## config.mk

```make
export PLATFORM = sky130hd
export DESIGN_NAME = lcd_bus_driver
export DESIGN_NICKNAME = d
export VERILOG_FILES = /design/src/rtl/lcd_pkg.sv /design/src/rtl/lcd_delay_timer.sv /design/src/rtl/lcd_bus_driver.sv
export SDC_FILE = /design/constraint.sdc
export NUM_CORES = 1
export LEC_CHECK = 0
export ABC_AREA = 0
export CORE_MARGIN = 5
export CORE_UTILIZATION = 45
export CTS_CLUSTER_DIAMETER = 40
export DETAILED_ROUTE_END_ITERATION = 7
export PLACE_DENSITY = 0.77
export SLEW_MARGIN = 20
export SYNTH_ARGS = -nofsm -noshare
export SYNTH_HDL_FRONTEND = slang
export SYNTH_SLANG_ARGS = --single-unit
```

## constraint.sdc

```tcl
create_clock -name clk -period 4.9 [get_ports clk]
set_input_delay 1.225 -clock clk [delete_from_list [all_inputs] [get_ports clk]]
set_output_delay 1.225 -clock clk [all_outputs]
set_load 0.1 [all_outputs]
```

## src/rtl/lcd_pkg.sv

```systemverilog
// Shared types, command constants and init ROM for the HD44780 bus driver.
package lcd_pkg;

  typedef enum logic [2:0] {
    ST_PWRUP,
    ST_INIT_LOAD,
    ST_IDLE,
    ST_SETUP,
    ST_PULSE,
    ST_HOLD,
    ST_WAIT
  } lcd_state_e;

  localparam int unsigned INIT_DEPTH = 4;
  localparam int unsigned INIT_IDX_W = $clog2(INIT_DEPTH);

  localparam logic [7:0] CMD_CLEAR    = 8'h01;
  localparam logic [7:0] CMD_HOME     = 8'h02;
  localparam logic [7:0] CMD_FUNC_SET = 8'h38;
  localparam logic [7:0] CMD_DISP_ON  = 8'h0C;
  localparam logic [7:0] CMD_ENTRY    = 8'h06;

  function automatic logic [7:0] init_rom(input logic [INIT_IDX_W-1:0] idx);
    logic [7:0] b;
    unique case (idx)
      2'd0:    b = CMD_FUNC_SET;
      2'd1:    b = CMD_DISP_ON;
      2'd2:    b = CMD_CLEAR;
      default: b = CMD_ENTRY;
    endcase
    return b;
  endfunction

  // Clear and both home encodings (0x02/0x03) need the long execution wait.
  function automatic logic is_long_cmd(input logic rs, input logic [7:0] b);
    return !rs && ((b == CMD_CLEAR) || (b == CMD_HOME) || (b == 8'h03));
  endfunction

  function automatic int unsigned max_u(input int unsigned a, input int unsigned b);
    return (a > b) ? a : b;
  endfunction

  function automatic int unsigned sub_sat(input int unsigned d, input int unsigned k);
    return (d > k) ? d - k : 0;
  endfunction

endpackage

```

## src/rtl/lcd_delay_timer.sv

```systemverilog
// Loadable down-counter; zero_o flags expiry of the current interval.
module lcd_delay_timer #(
  parameter int unsigned      WIDTH       = 8,
  parameter logic [WIDTH-1:0] RESET_VALUE = '0
) (
  input  logic             clk_i,
  input  logic             rst_i,
  input  logic             load_i,
  input  logic [WIDTH-1:0] value_i,
  output logic             zero_o
);

  logic [WIDTH-1:0] count_q;
  logic [WIDTH-1:0] count_d;

  always_comb begin
    count_d = count_q;
    if (load_i) begin
      count_d = value_i;
    end else if (count_q != '0) begin
      count_d = count_q - 1'b1;
    end
  end

  always_ff @(posedge clk_i) begin
    if (rst_i) begin
      count_q <= RESET_VALUE;
    end else begin
      count_q <= count_d;
    end
  end

  assign zero_o = (count_q == '0);

endmodule

```

## src/rtl/lcd_bus_driver.sv

```systemverilog
// HD44780 physical-layer driver: power-up init, then one byte per request
// with setup / E-pulse / hold / execution-wait sequencing.
module lcd_bus_driver
  import lcd_pkg::*;
#(
  parameter int unsigned SETUP_CYC      = 2,
  parameter int unsigned EN_HIGH_CYC    = 12,
  parameter int unsigned HOLD_CYC       = 1,
  parameter int unsigned CMD_WAIT_CYC   = 2000,
  parameter int unsigned CLEAR_WAIT_CYC = 80000,
  parameter int unsigned POWERUP_CYC    = 750000
) (
  input  logic       clk,
  input  logic       rst,
  input  logic       wrStb,
  input  logic       addrOrData,
  input  logic [7:0] lcdBus,
  output logic       busLock,
  output logic       initDone,
  output logic       lcdRs,
  output logic       lcdRw,
  output logic       lcdEn,
  output logic [7:0] lcdData
);

  localparam int unsigned MAX_CYC = max_u(max_u(max_u(SETUP_CYC, EN_HIGH_CYC), max_u(HOLD_CYC, CMD_WAIT_CYC)),
                                          max_u(CLEAR_WAIT_CYC, POWERUP_CYC));
  localparam int unsigned TW = $clog2(MAX_CYC + 1);

  // Intervals followed by the one-cycle INIT_LOAD step are loaded one shorter,
  // so the init sequence spacing equals the nominal durations.
  localparam logic [TW-1:0] LD_PWRUP      = TW'(sub_sat(POWERUP_CYC, 2));
  localparam logic [TW-1:0] LD_SETUP      = TW'(sub_sat(SETUP_CYC, 1));
  localparam logic [TW-1:0] LD_PULSE      = TW'(sub_sat(EN_HIGH_CYC, 1));
  localparam logic [TW-1:0] LD_HOLD       = TW'(sub_sat(HOLD_CYC, 1));
  localparam logic [TW-1:0] LD_CMD        = TW'(sub_sat(CMD_WAIT_CYC, 1));
  localparam logic [TW-1:0] LD_CMD_INIT   = TW'(sub_sat(CMD_WAIT_CYC, 2));
  localparam logic [TW-1:0] LD_CLEAR      = TW'(sub_sat(CLEAR_WAIT_CYC, 1));
  localparam logic [TW-1:0] LD_CLEAR_INIT = TW'(sub_sat(CLEAR_WAIT_CYC, 2));

  localparam logic [INIT_IDX_W-1:0] LAST_IDX = INIT_IDX_W'(INIT_DEPTH - 1);

  lcd_state_e             state_q;
  logic                   busLock_q;
  logic                   initDone_q;
  logic                   rs_q;
  logic                   en_q;
  logic [7:0]             data_q;
  logic [INIT_IDX_W-1:0]  rom_idx_q;

  logic                   tmr_load;
  logic [TW-1:0]          tmr_value;
  logic                   tmr_zero;
  logic                   more_init;

  assign more_init = !initDone_q && (rom_idx_q != LAST_IDX);

  lcd_delay_timer #(
    .WIDTH       (TW),
    .RESET_VALUE (LD_PWRUP)
  ) u_timer (
    .clk_i   (clk),
    .rst_i   (rst),
    .load_i  (tmr_load),
    .value_i (tmr_value),
    .zero_o  (tmr_zero)
  );

  always_comb begin
    tmr_load  = 1'b0;
    tmr_value = '0;
    unique case (state_q)
      ST_INIT_LOAD: begin
        tmr_load  = 1'b1;
        tmr_value = LD_SETUP;
      end
      ST_IDLE: begin
        if (wrStb) begin
          tmr_load  = 1'b1;
          tmr_value = LD_SETUP;
        end
      end
      ST_SETUP: begin
        if (tmr_zero) begin
          tmr_load  = 1'b1;
          tmr_value = LD_PULSE;
        end
      end
      ST_PULSE: begin
        if (tmr_zero) begin
          tmr_load  = 1'b1;
          tmr_value = LD_HOLD;
        end
      end
      ST_HOLD: begin
        if (tmr_zero) begin
          tmr_load = 1'b1;
          if (is_long_cmd(rs_q, data_q)) begin
            tmr_value = more_init ? LD_CLEAR_INIT : LD_CLEAR;
          end else begin
            tmr_value = more_init ? LD_CMD_INIT : LD_CMD;
          end
        end
      end
      default: begin
        tmr_load  = 1'b0;
        tmr_value = '0;
      end
    endcase
  end

  always_ff @(posedge clk) begin
    if (rst) begin
      state_q    <= ST_PWRUP;
      busLock_q  <= 1'b1;
      initDone_q <= 1'b0;
      rs_q       <= 1'b0;
      en_q       <= 1'b0;
      data_q     <= '0;
      rom_idx_q  <= '0;
    end else begin
      unique case (state_q)
        ST_PWRUP: begin
          if (tmr_zero) state_q <= ST_INIT_LOAD;
        end
        ST_INIT_LOAD: begin
          rs_q    <= 1'b0;
          data_q  <= init_rom(rom_idx_q);
          state_q <= ST_SETUP;
        end
        ST_IDLE: begin
          if (wrStb) begin
            busLock_q <= 1'b1;
            rs_q      <= addrOrData;
            data_q    <= lcdBus;
            state_q   <= ST_SETUP;
          end
        end
        ST_SETUP: begin
          if (tmr_zero) begin
            en_q    <= 1'b1;
            state_q <= ST_PULSE;
          end
        end
        ST_PULSE: begin
          if (tmr_zero) begin
            en_q    <= 1'b0;
            state_q <= ST_HOLD;
          end
        end
        ST_HOLD: begin
          if (tmr_zero) state_q <= ST_WAIT;
        end
        ST_WAIT: begin
          if (tmr_zero) begin
            if (more_init) begin
              rom_idx_q <= rom_idx_q + 1'b1;
              state_q   <= ST_INIT_LOAD;
            end else begin
              initDone_q <= 1'b1;
              busLock_q  <= 1'b0;
              state_q    <= ST_IDLE;
            end
          end
        end
        default: begin
          state_q   <= ST_PWRUP;
          busLock_q <= 1'b1;
          en_q      <= 1'b0;
        end
      endcase
    end
  end

  assign busLock  = busLock_q;
  assign initDone = initDone_q;
  assign lcdRs    = rs_q;
  assign lcdRw    = 1'b0;
  assign lcdEn    = en_q;
  assign lcdData  = data_q;

endmodule
```

==> metrics.md, run 1 <==
| Metric | Value |
|---|---|
| CP max-delay cell | clkdlybuf4s50_1 |
| Placer Congestion | 0.860 |
| Setup WS pre-CTS | 1.60 ns |
| Die Y | 80.0 um |
| Fmax | 0.328 GHz |
| Syn avg cell area | 8.41 sq um |
| Yosys warns | 0 |
| Final core occ | 54.2% |
| Sequential-to-total area share from yosys stat | 33.6% |
| Cell Pwr Density | 253 nW/um^2 |
| Most frequent cells after synthesis | dfxtp_1, nor2_1, nand2_1 |
| Cell count after synthesis | 262 |
| Stages on the worst setup path | 1 |
| Min Clock Period, post-route | 3.05 ns |
| Worst setup endpoint | lcdData[1] |
| Post-synth top area cell | dfxtp_1 |
| Crit Reg-Reg Startpoint | u_timer.count_q[0]$_SDFFE_PP0P_ |
| Core area | 4720 sq um |
| R2R cell count | 7 |
| CTS tree | built |
| Max Cap Violations | 0 |
| Number of nets with antenna violations after routing | 0 |
| CTS Buffer Depth | 2 |
| Worst setup SP type | flop |
| Worst-Margin Slew | 1.01 ns |
| Final Hold Viols | 0 |
| H-tree Lvls | 2 |
| Reg-to-reg endpoint | u_timer.count_q[5]$_SDFFE_PP1P_ |
| Antenna violations before repair | 0 |
| Max VDD drop | 149 uV |
| Required time of the critical path | 3.67 ns |
| Largest net degree at the start of global routing | 28 |
| FFs w/ async S/R, synth | 0% |
| Synth-to-layout area growth | 16.1% |
| Pins Over Slew Limit | 0 |
| Max-slew headroom | 32.8% |
| Total track usage | 18.0% |
| Die width | 80.0 um |
| Ports | 25 |
| Reg-to-reg slack, setup | 2.11 ns |
| GRT overflow | 0 |
| Final period utilization | 62.3% |
| Synth Cell Area | 2200 sq um |
| Post-CTS Hold Buffers | 0 |
| Setup slack after layout | 1.85 ns |
| Post-Route WL | 5550 um |
| WS Path Type | reg -> out |
| Routed vias | 2,061 |
| First drt pass iteration count | 4 |
| Worst-path maximum fanout | 3 |
| Final setup vio count | 0 |
| First-pass GRT wire length | 9220 um |
| Fin nets | 298 |
| Worst setup path startpoint | lcdData[1]$_SDFFE_PP0P_ |
| Initial Util | 46.6% |
| Post-Syn Nets | 281 |
| Setup TNS | 0 ns |
| Post-synth EDFFs | 0 |
| DR WL/cell | 16.0 um |
| Status | finished, final reports clean |
| Yosys cell types | 60 |
| Layout cells sized above 1 | 9.29% |
| CP Capture Type | output pin |
| Resized Gates After CTS | 0 |
| Number of post-CTS setup repair buffers | 0 |
| Clk sinks | 37 |
| Initial DRC Count | 175 |
| Reg clk slew, reported paths | 0.07 ns |
| Delay of the slowest critical-path stage | 1.17 ns |
| Vias in the first global route | 1,940 |
| Core Rows | 25 |
| Hold/Removal Path Class | reg -> reg |
| N_diodes | 0 |
| Clk_lat worst skew | 0.29 ns |
| Yosys top cell area share | 33.6% |
| Hpwl dp | 3930 um |
| CP bufs+invs | 1 |
| CP cell instances | clkdlybuf4s50_1 |
| Synth Register Bits | 37 |
| Area contributors post-synth | dfxtp_1, xnor2_1, ha_1 |
| LEAKAGE | 0.877 nW |
| FILL cells | 436 |
| CTS buffer count | 5 |
| Synth Flop Type | dfxtp_1 |
| Port buffer count | 23 |
| Crit path max-delay family | buffers and inverters |
| Count leader, synth | dfxtp_1 |
| CP Data Arrival Time | 1.83 ns |
| Die ar. | 6400 sq um |
| Worst Skew | 0.00573 ns |
| Remaining DRCs | 0 |
| Via-per-instance ratio | 5.94 |
| Unrepaired setup endpoints after global routing | false |
| Root buffer cell | clkbuf_8 |
[final cells by class]
cell class / count / area (sq um) / area share [%]
flip-flops and latches: 37 / 741 / 28.9
well taps: 67 / 83.8 / 3.28
repair buffers: 26 / 253 / 9.88
multi-input cells: 201 / 1330 / 52.0
clock inverters: 2 / 37.5 / 1.47
clock buffers: 6 / 82.6 / 3.23
inverters: 8 / 30.0 / 1.17
[metal layers]
| metal | wire (um) | vias up | track usage [%] | share of wire [%] |
|---|---|---|---|---|
| met5 | 0 | - | 0 | 0 |
| met4 | 77 | 0 | 5.24 | 1.4 |
| met3 | 402 | 8 | 4.40 | 7.2 |
| met2 | 2680 | 77 | 29.6 | 48 |
| met1 | 2380 | 977 | 23.2 | 43 |
| li1 | - | 999 | - | - |
[cell families (layout without fill, tap and decap cells)]
group / Yosys count / in the layout / share of synthesized area [%]
simple gates: 107 / 107 / 26.5
compound gates: 68 / 68 / 22.0
flops: 37 / 37 / 33.6
buf+inv: 24 / 42 / 6.25
xor+xnor: 14 / 14 / 5.57
fa+ha+maj: 7 / 7 / 3.97
mux: 4 / 4 / 1.87
other cells: 1 / 1 / 0.170
[state kept, by name, indices dropped and copies added (netlist names)]
name	flops
u_timer.count_q	20
initDone	1
lcdData	8
state_q	3
lcdRs	1
busLock	1
lcdEn	1
rom_idx_q	2
[worst min path at each step]
stage	slack, ns	from	depth (start not counted)	end
after global placement	0.45	lcdData[7]$_SDFFE_PP0P_	2	lcdData[7]$_SDFFE_PP0P_
after CTS	0.47	lcdData[7]$_SDFFE_PP0P_	2	lcdData[7]$_SDFFE_PP0P_
after global routing	0.50	lcdData[7]$_SDFFE_PP0P_	2	lcdData[7]$_SDFFE_PP0P_
after floorplan	0.52	u_timer.count_q[17]$_SDFFE_PP1P_	2	u_timer.count_q[17]$_SDFFE_PP1P_
after detailed placement	0.46	lcdData[7]$_SDFFE_PP0P_	2	lcdData[7]$_SDFFE_PP0P_
final	0.48	lcdData[7]$_SDFFE_PP0P_	2	lcdData[7]$_SDFFE_PP0P_
[report_power, final]
| part | leakage, nW | internal, mW | total, mW | switching, mW |
|---|---|---|---|---|
| sequential | 0.299 | 0.307 | 0.317 | 0.0100 |
| clock | 0.0574 | 0.166 | 0.280 | 0.114 |
| combinational | 0.520 | 0.0244 | 0.0495 | 0.0251 |
[cell usage in the layout, fill, tap and decap left out, types with 4 or more instances in the layout]
cell type	synthesis	final
ha_1	7	7
o31ai_1	5	5
nand2_1	22	22
dfxtp_1	37	37
a211oi_1	11	11
nor2_1	23	23
nand3_1	9	9
o21ai_0	7	7
a21o_1	4	4
clkdlybuf4s50_1	0	23
nor3_1	10	10
nand2b_1	6	6
clkbuf_8	2	6
inv_1	7	7
nor4_1	8	7
xnor2_1	12	12
a21oi_1	16	16
[stage by stage]
stage / total power, mW / area (sq um) / instances / hold WS (ns)
finish: 0.647 / 2560 / 347 / 0.478
global route: 0.669 / 2560 / 347 / 0.496
CTS: 0.650 / 2550 / 347 / 0.472
detailed placement: 0.372 / 2430 / 339 / 0.463
global placement: 0.371 / 2430 / 339 / 0.453
floorplan: 0.355 / 2200 / 262 / 0.522
Power figures use the tool's default switching activity.
==> run 2, diff against run 1 <==
PLACE_DENSITY = 0.8   (was 0.77)
clock period = 2.78 ns   (was 4.9 ns; I/O delays follow)
==> run 2 against run 1 <==
  * First-iteration DRC count down 25%
  * Sequential share of layout area up 0.071 points
  * Critical path depth up 6
  * Clock skew about the same
  * Wire length down 3.3%
  * Global-route usage down 0.084 points
  * Die area unchanged
  * Register-to-register slack worse by 1.9 ns
  * Worst setup slack worse by 1.6 ns
  * Via count up 0.58%
  * Worst hold slack worse by 0.0028 ns
  * Final cell count up 2.6%
  * Critical path type is now reg -> reg
  * Largest cell class unchanged
  * Highest routed layer unchanged
==> metrics.md, run 2 (synthesis gave the netlist of run 1 again) <==
| Metric | Value |
|---|---|
| Stages on the worst setup path | 7 (+6) |
| Number of nets with antenna violations after routing | 0 (unchanged) |
| Hold path depth | 2 (unchanged) |
| Die Y | 80.0 um (unchanged) |
| Max reg flops | 20 (unchanged) |
| Most common cell after layout, fill and taps aside | dfxtp_1 |
| CP Data Arrival Time | 2.74 ns (+0.91 ns) |
| CP Capture Type | flop |
| Final period utilization | 91.4% |
| GRT overflow | 0 (unchanged) |
| Crit path max-delay family | simple AND/OR/NAND/NOR gates |
| Initial Util | 46.6% (unchanged) |
| Max Cap Violations | 0 (unchanged) |
| First-pass GRT wire length | 9090 um (-1.4%) |
| Number of post-CTS setup repair buffers | 0 (unchanged) |
| Worst setup path startpoint | u_timer.count_q[0]$_SDFFE_PP0P_ |
| Worst-path maximum fanout | 11 (+8) |
| Core area | 4720 sq um (unchanged) |
| Max-slew headroom | 64.0% (+31 points) |
| Reg-to-reg endpoint | state_q[1]$_SDFFE_PP0P_ |
| CTS buffer count | 5 (unchanged) |
| Via-per-instance ratio | 5.82 (-2.0%) |
| Vias in the first global route | 1,893 (-2.4%) |
| Min Clock Period, post-route | 2.54 ns |
| R2R cell count | 7 (unchanged) |
| Hold/Removal Path Class | reg -> reg |
| Worst-Margin Slew | 0.535 ns (-0.470 ns) |
| Routed vias | 2,073 (+0.58%) |
| Clk_lat worst skew | 0.28 ns (about the same) |
| Post-CTS Hold Buffers | 0 (unchanged) |
| Status | finished, final reports clean |
| Resized Gates After CTS | 0 (unchanged) |
| Fmax | 0.394 GHz |
| DR WL/cell | 15.1 um (-5.7%) |
| Synth-to-layout area growth | 15.8% |
| Placer Congestion | 0.843 (-1.9%) |
| Max VDD drop | 232 uV (+56%) |
| Antenna violations before repair | 0 (unchanged) |
| Delay of the slowest critical-path stage | 0.55 ns (-0.62 ns) |
| N_diodes | 0 (unchanged) |
| CTS Buffer Depth | 2 (unchanged) |
| Post-Route WL | 5370 um (-3.3%) |
| Most frequent cells in the layout | dfxtp_1, buf_4, nor2_1 |
| Hpwl dp | 3960 um (+0.91%) |
| Largest register by flop count | u_timer.count_q |
| Fin nets | 307 (+3.0%) |
| Cell Pwr Density | 394 nW/um^2 (+56%) |
| Final setup vio count | 0 (unchanged) |
| Required time of the critical path | 2.98 ns (-0.69 ns) |
| Worst Skew | 0.00579 ns (+0.0000635 ns) |
| Placed insts | 348 (+2.7%) |
| First drt pass iteration count | 4 (unchanged) |
| Crit Reg-Reg Startpoint | u_timer.count_q[0]$_SDFFE_PP0P_ |
| CP max-delay cell | or4b_1 |
| Unrepaired setup endpoints after global routing | false |
| Clk sinks | 37 (unchanged) |
| Worst setup SP type | flop |
| WS Path Type | reg -> reg |
| Total track usage | 17.9% (-0.084 points) |
| Largest net degree at the start of global routing | 25 (-11%) |
| Reg clk slew, reported paths | 0.07 ns (about the same) |
| Die ar. | 6400 sq um (unchanged) |
| Core Rows | 25 (unchanged) |
| Reg-to-reg slack, setup | 0.24 ns (-1.87 ns) |
| Initial DRC Count | 132 (-25%) |
| Port buffer count | 23 (unchanged) |
| Final std cells w/o fill | 356 (+2.6%) |
| Layout cells sized above 1 | 15.6% (+6.3 points) |
| Final Hold Viols | 0 (unchanged) |
| CP cell instances | inv_1 -> ha_1 -> or4b_1 -> nor4_4 -> and2_2 -> mux2_2 -> o31ai_1 |
| Root buffer cell | clkbuf_8 |
| Ports | 25 (unchanged) |
| LEAKAGE | 0.935 nW (+6.7%) |
| Pins Over Slew Limit | 0 (unchanged) |
| CP bufs+invs | 1 (unchanged) |
| H-tree Lvls | 2 (unchanged) |
| Die width | 80.0 um (unchanged) |
| Remaining DRCs | 0 (unchanged) |
| CTS tree | built |
| Worst setup endpoint | state_q[1]$_SDFFE_PP0P_ |
| Setup TNS | 0 ns (unchanged) |
## run 2: power breakdown
part           leakage (nW)  internal, mW  switching [mW]
Combinational         0.591        0.0437          0.0442
Sequential            0.299         0.542          0.0161
Clock                0.0450         0.174           0.185
Total                 0.935         0.759           0.245
## run 2: worst min path at each step
stage                                  endpoint                              from  slack (ns)
4_1_cts                 lcdData[7]$_SDFFE_PP0P_           lcdData[7]$_SDFFE_PP0P_        0.48
6_report                lcdData[7]$_SDFFE_PP0P_           lcdData[7]$_SDFFE_PP0P_        0.48
2_1_floorplan  u_timer.count_q[17]$_SDFFE_PP1P_  u_timer.count_q[17]$_SDFFE_PP1P_        0.52
5_1_grt                 lcdData[7]$_SDFFE_PP0P_           lcdData[7]$_SDFFE_PP0P_        0.51
3_3_place_gp            lcdData[7]$_SDFFE_PP0P_           lcdData[7]$_SDFFE_PP0P_        0.46
3_5_place_dp            lcdData[7]$_SDFFE_PP0P_           lcdData[7]$_SDFFE_PP0P_        0.47
## run 2: layout make-up
class	instances	area [sq um]
clock buffer	6	72.6
timing repair buffer	35	290
multi-input combinational	201	1330
fill	437	2170
clock inverter	2	10.0
inverter	8	30.0
tap	67	83.8
sequential	37	741
## run 2: through the flow
step / hold WS [ns] / power [mW] / setup slack, ns / instance area [sq um] / util (%)
final: 0.476 / 1.00 / 0.240 / 2550 / 54.0
after global placement: 0.457 / 0.654 / 0.215 / 2470 / 52.3
after global routing: 0.506 / 1.05 / 0.0807 / 2550 / 54.0
after detailed placement: 0.468 / 0.656 / 0.183 / 2470 / 52.3
after floorplan: 0.522 / 0.625 / 0.386 / 2200 / -
after CTS: 0.478 / 1.01 / 0.234 / 2550 / 54.0
## run 2: worst reg2reg max path, cell delays in order (launching register included)
cell and delay (ns):
dfxtp_1 0.36, inv_1 0.14, ha_1 0.17, or4b_1 0.55
nor4_4 0.35, and2_2 0.35, mux2_2 0.36, o31ai_1 0.19
## run 2: metal layers
layer / track usage [%] / part of all wire (%) / routed length (um) / vias to the layer above
li1: - / - / - / 1023
met5: 0 / 0 / 0 / -
met4: 6.25 / 1.3 / 68 / 0
met1: 25.8 / 48 / 2560 / 981
met3: 3.84 / 5.1 / 274 / 5
met2: 26.2 / 46 / 2460 / 64
==> run 3, diff against run 2 <==
GPL_ROUTABILITY_DRIVEN = 0   (was default)
SLEW_MARGIN = 5   (was 20)
==> results of run 3 <==
The final DEF is identical to that of run 2; final timing and power are the same.
